File: src/rtl/pipelined_adder.sv
// Carry-pipelined two's-complement adder/subtractor with valid/ready flow control.
// Optional macro ADDER_SAT_EN saturates the sum on signed overflow.
module pipelined_adder #(
  parameter int unsigned WIDTH  = 32,
  parameter int unsigned STAGES = 4
) (
  input  logic             clk,
  input  logic             rst_n,
  input  logic             in_valid,
  output logic             in_ready,
  input  logic [WIDTH-1:0] a,
  input  logic [WIDTH-1:0] b,
  input  logic             cin,
  input  logic             sub,
  output logic             out_valid,
  input  logic             out_ready,
  output logic [WIDTH-1:0] sum,
  output logic             cout,
  output logic             ovf
);

  localparam int unsigned CW = WIDTH / STAGES;

  // Level 0 is the operand capture register; level k+1 holds the result of chunk k.
  logic [STAGES:0]  vld_q, vld_d;
  logic [STAGES:0]  c_q, c_d;
  logic [WIDTH-1:0] a_q [STAGES+1];
  logic [WIDTH-1:0] a_d [STAGES+1];
  logic [WIDTH-1:0] b_q [STAGES+1];
  logic [WIDTH-1:0] b_d [STAGES+1];
  logic [WIDTH-1:0] s_q [STAGES+1];
  logic [WIDTH-1:0] s_d [STAGES+1];
  logic [CW:0]      part [STAGES];
  logic             stall;

  assign stall    = vld_q[STAGES] & ~out_ready;
  assign in_ready = ~stall;

  always_comb begin
    vld_d[0] = in_valid;
    a_d[0]   = a;
    b_d[0]   = sub ? ~b : b;
    s_d[0]   = '0;
    c_d[0]   = cin ^ sub;
    for (int k = 0; k < STAGES; k++) begin
      part[k] = {1'b0, a_q[k][k*CW +: CW]} + {1'b0, b_q[k][k*CW +: CW]}
              + {{CW{1'b0}}, c_q[k]};
      vld_d[k+1]            = vld_q[k];
      a_d[k+1]              = a_q[k];
      b_d[k+1]              = b_q[k];
      s_d[k+1]              = s_q[k];
      s_d[k+1][k*CW +: CW]  = part[k][CW-1:0];
      c_d[k+1]              = part[k][CW];
    end
  end

  // A stall freezes the whole pipe so nothing can be overwritten or duplicated.
  always_ff @(posedge clk or negedge rst_n) begin
    if (!rst_n) begin
      vld_q <= '0;
      c_q   <= '0;
      for (int k = 0; k <= STAGES; k++) begin
        a_q[k] <= '0;
        b_q[k] <= '0;
        s_q[k] <= '0;
      end
    end else if (!stall) begin
      vld_q <= vld_d;
      c_q   <= c_d;
      for (int k = 0; k <= STAGES; k++) begin
        a_q[k] <= a_d[k];
        b_q[k] <= b_d[k];
        s_q[k] <= s_d[k];
      end
    end
  end

  logic [WIDTH-1:0] raw;
  logic             a_msb;
  logic             b_msb;

  assign raw       = s_q[STAGES];
  assign a_msb     = a_q[STAGES][WIDTH-1];
  assign b_msb     = b_q[STAGES][WIDTH-1];
  assign out_valid = vld_q[STAGES];
  assign cout      = c_q[STAGES];
  assign ovf       = (a_msb == b_msb) && (raw[WIDTH-1] != a_msb);

`ifdef ADDER_SAT_EN
  // Clamp toward the sign of the operands that overflowed.
  assign sum = !ovf ? raw
             : a_msb ? {1'b1, {(WIDTH-1){1'b0}}}
             : {1'b0, {(WIDTH-1){1'b1}}};
`else
  assign sum = raw;
`endif

endmodule

File: config.mk
export PLATFORM = sky130hd
export DESIGN_NAME = pipelined_adder
export DESIGN_NICKNAME = d
export VERILOG_FILES = /design/src/rtl/pipelined_adder.sv
export SDC_FILE = /design/constraint.sdc
export NUM_CORES = 1
export LEC_CHECK = 0
export BUFFER_PORTS_ARGS = -buffer_cell sky130_fd_sc_hd__buf_4
export CORE_MARGIN = 10
export CORE_UTILIZATION = 60
export DETAILED_ROUTE_END_ITERATION = 16
export PLACE_DENSITY = 0.81
export SETUP_SLACK_MARGIN = 0.5
export SKIP_LAST_GASP = 1
export SLEW_MARGIN = 20
export SYNTH_ARGS = -nofsm -noshare
export SYNTH_HDL_FRONTEND = slang
export SYNTH_SLANG_ARGS = --single-unit
File: constraint.sdc
create_clock -name clk -period 4.05 [get_ports clk]
set_input_delay 0.81 -clock clk [delete_from_list [all_inputs] [get_ports clk]]
set_output_delay 0.81 -clock clk [all_outputs]
set_load 0.005 [all_outputs]
* Word level (Yosys, flattened, before mapping) *
Cells that the tools add are included.

storage, ports and cells
  register bits after elaboration = 410
  input bits = 70
  output and inout port bits = 36
  word-level logic and storage cells = 33

cells by class
  $add $sub $neg = 8
  eq/ne operators = 2
  multiplexer cells = 1
  bitwise logic cells = 5
  reductions and logical operators = 1

operators by type and width
  cell                                    count
  8-bit by 8-bit adder with 9-bit output  4
  9-bit by 1-bit adder with 9-bit output  4
  32-bit 2-to-1 mux                       1
  32-bit inverter                         1
  1-bit inverter                          2
  1-bit bitwise AND                       1
  1-bit == test                           1
  1-bit logical AND                       1
  1-bit inequality test                   1
  1-bit bitwise XOR                       1

* Logic depth before layout (Yosys ltp) *
  word-level depth = 3
  depth in mapped cells = 8
  depth with buffers taken out = 8

* Worst setup path before layout *
No wires, ideal clock.

  path type = input-to-output
  start = input out_ready
  end = output in_ready
  arrival time = 1371 ps
  required time = 3240 ps
  setup slack = 1869 ps
  cell stages on the path = 4
  buffers on the path = 2
  cells stage by stage = nor2b_1 buf_2 inv_2 clkbuf_1

on the way
  cells in the longest elaborated chain, start to end = 3

ends and longest elaborated chain
  item               RTL line  source
  start, declared    16        input logic out_ready,
  1-bit inverter     36        assign stall = vld_q[STAGES] & ~out_ready;
  1-bit bitwise AND  36
  1-bit inverter     37        assign in_ready = ~stall;
  end, declared      10        output logic in_ready,

No other way between the ends.

* Worst setup path in the final report *
  start = register vld_q[4]
  end = output in_ready

on the way
  cells in the longest elaborated chain, start to end = 2

ends and longest elaborated chain
  item                    RTL line  source
  start, declared         25        logic [STAGES:0] vld_q, vld_d;
  start signal, assigned  68        vld_q <= vld_d;
  1-bit bitwise AND       36
  1-bit inverter          37

No other way between the ends.

==> flow_summary.ini <==
[cells_and_area]
drive_gt1_frac = 0.122
post-route-util = 0.719
num_antenna_cells = 0
syn_to_final_growth_pct = 16.6
nNetsFinal = 1373

[global_route]
grt_pass1_vias = 7675
grt_max_degree = 290
grt_pass1_wl_microns = 36200
grt_use_total = 0.176
grt.overflow.total = 0
antenna_found_initial = 0

[clocking]
postCtsSetupBuffers = 0
cts_buffer_depth = 3
cts_tree = done
clk_pin_slew_worst_paths_ps = 60
holdBufCountCts = 0
cts_inserted_buffers = 26
htree_levels = 1
cts-root-buf = clkbuf_16
clock-sinks = 252
cts_resized = 0
worstSkewPairLatency_ps = 520

[placed_design]
gp_congestion = 0.818
portBuffers = 105
dp_hpwl_microns = 13400

[die]
io_pins = 106
die_height_microns = 154
initial_core_util = 0.617
core-area_sq_um = 17500
die-area_sq_um = 23700
row_count = 48
dieWidth_microns = 154

[setup_path]
worstPathRequired_ps = 3240
crit_fanout = 102
crit_type = reg2out
cp.arrival_ps = 1850
cp-end-kind = output pin
cp-start-kind = register

[drt]
ant_nets = 0
firstDrtPassIters = 5
routed_wl_microns = 20900
drc_errors = 0
viasPerCell = 5.15
wl_per_cell_microns = 13.9
route.vias.total = 7769
first_iter_violations = 538

[synth]
ys_ff_latch = 252
synth_top_family_by_area = simple AND/OR/NAND/NOR gates
synthXorXnorAreaFrac = 0.0390
ys_types = 30
yosysWarnings = 0
synth.cell_area_sq_um = 10800
synth_mux_area_frac = 0
synthTopCellsByArea = dfrtp_1, nand2_1, o21ai_0
synth-compound-area-share = 0.0698
synth_top_area_cell = dfrtp_1
synthAdderAreaFrac = 0.0474
netlist_instances = 1187
synthesis.nets = 1293
avgSynthCellArea_sq_um = 9.08
synth_top_area_frac = 0.585
ys_seq_area_frac = 0.585
synth-simple-area-share = 0.231

[sta]
slew_violations = 0
worstMarginPinSlew_ps = 806
rsz0062_at_grt = false
fin_crit_sh = 0.656
fin_worst_skew_ps = 9.33
finalCriticalPeriod_ps = 2660
tns_ps = 0
fmax_mhz = 376
finalSetupViolations = 0
hold_viol = 0
slew_headroom = 0.463

[run]
cap_violations = 0

[outcome]
status = finished, final reports clean

[power]
peakVddDrop_uv = 685
power_leakage_nw = 6.47
power_density_nw_per_um2 = 802

[min_path]
hold_path.class = in2async
worst max-delay path: stages, from the launching register on:
cell and delay [ps]:
dfrtp_1 390, nor2b_4 160, inv_6 470, buf_4 230
logic make-up (layout without fill, tap and decap cells):
kind of cell               count (synthesis)  count (layout)
adders and majority gates                 36              36
xor gates and xnor gates                  48              48
and+or+nand+nor                          649             649
DFF                                      252             252
AOI/OAI and AO/OA                        130             130
buffers and inverters                     72             168
report_power, final:
part	leakage (nW)	switching [mW]	internal, mW	total [mW]
Sequential	3.06	0.657	3.65	4.30
Clock	0.416	0.913	1.37	2.29
Combinational	3.00	1.98	1.51	3.49
Yosys cell counts, drive strengths merged:
cell type / n
a21o: 8
fa: 8
buf: 25
ha: 28
o211ai: 3
or2: 2
o21ai: 76
a211oi: 12
dfrtp: 252
or3: 3
nand2b: 2
a31oi: 5
nand2: 612
clkbuf: 34
nor2: 17
a41oi: 2
inv: 13
xnor2: 36
a21oi: 15
nand3b: 1
o311a: 2
o21bai: 3
o21a: 2
o31a: 2
xor2: 12
nor3: 8
nor2b: 4
final timing paths:
path / to / cells past startpoint / from / slack (ps)
setup / recovery: in_ready / 3 / vld_q[4]$_DFFE_PN0N_ / 1390
hold / removal: b_d[107]$_DFFE_PN0N_ / 1 / rst_n / 340
setup reg to reg: c_q[4]$_DFFE_PN0N_ / 8 / c_q[3]$_DFFE_PN0N_ / 1720
hold reg to reg: a_d[105]$_DFFE_PN0N_ / 2 / a_d[105]$_DFFE_PN0N_ / 460
max in group asynchronous: s_d[21]$_DFFE_PN0N_ / 2 / rst_n / 2820
min in group clk: a_d[105]$_DFFE_PN0N_ / 2 / a_d[105]$_DFFE_PN0N_ / 460
through the flow:
| stage | setup WS, ps | hold WS, ps | cells | instance area, sq um | power [mW] |
|---|---|---|---|---|---|
| after floorplan | 1870 | 430 | 1187 | 10800 | 6.70 |
| final | 1390 | 336 | 1508 | 12600 | 10.1 |
| after detailed placement | 1520 | 456 | 1463 | 11700 | 7.81 |
| after CTS | 1390 | 369 | 1507 | 12500 | 10.2 |
| after global placement | 1510 | 442 | 1463 | 11700 | 7.62 |
| after global routing | 1290 | 392 | 1508 | 12600 | 11.0 |
flip-flops by register name, summed over array words and instances, names as in the netlist:
name   flops
b_d       80
c_q        5
s_d       48
b_msb      1
a_d       80
a_msb      1
vld_q      5
sum       32
per-layer routing:
| metal | up-vias | share of wire | GRT usage |
|---|---|---|---|
| met2 | 139 | 0.47 | 0.274 |
| met1 | 3672 | 0.47 | 0.250 |
| met3 | 28 | 0.052 | 0.0351 |
| met5 | - | 0 | 0 |
| met4 | 0 | 0.013 | 0.0382 |
| li1 | 3930 | - | - |
layout make-up:
class	instances	area (sq um)
Tap cell	225	282
Inverter	13	53.8
Sequential cell	252	6310
Timing Repair Buffer	111	911
Clock buffer	41	818
Clock inverter	3	18.8
Multi-Input combinational cell	863	4180
Fill cell	1302	4900
layout by cell type (no fill, tap or decap), types with 2 or more instances in the layout:
cell type and n:
a21o_1 8, nor2_1 17, inv_1 12, nor3_1 8
clkbuf_16 27, clkbuf_1 5, ha_1 28, o211ai_1 3
a21oi_1 15, a31oi_1 5, clkbuf_8 9, o21ai_0 76
nor2b_4 3, nand2_1 612, xnor2_1 36, buf_4 105
nand2b_1 2, a211oi_1 12, fa_1 8, buf_12 4
or2_2 2, o21bai_1 3, o21a_1 2, xor2_1 12
or3_1 3, o311a_1 2, a41oi_1 2, clkinv_2 2
inv_6 2, dfrtp_1 252, o31a_1 2
Power figures use the tool's default switching activity.
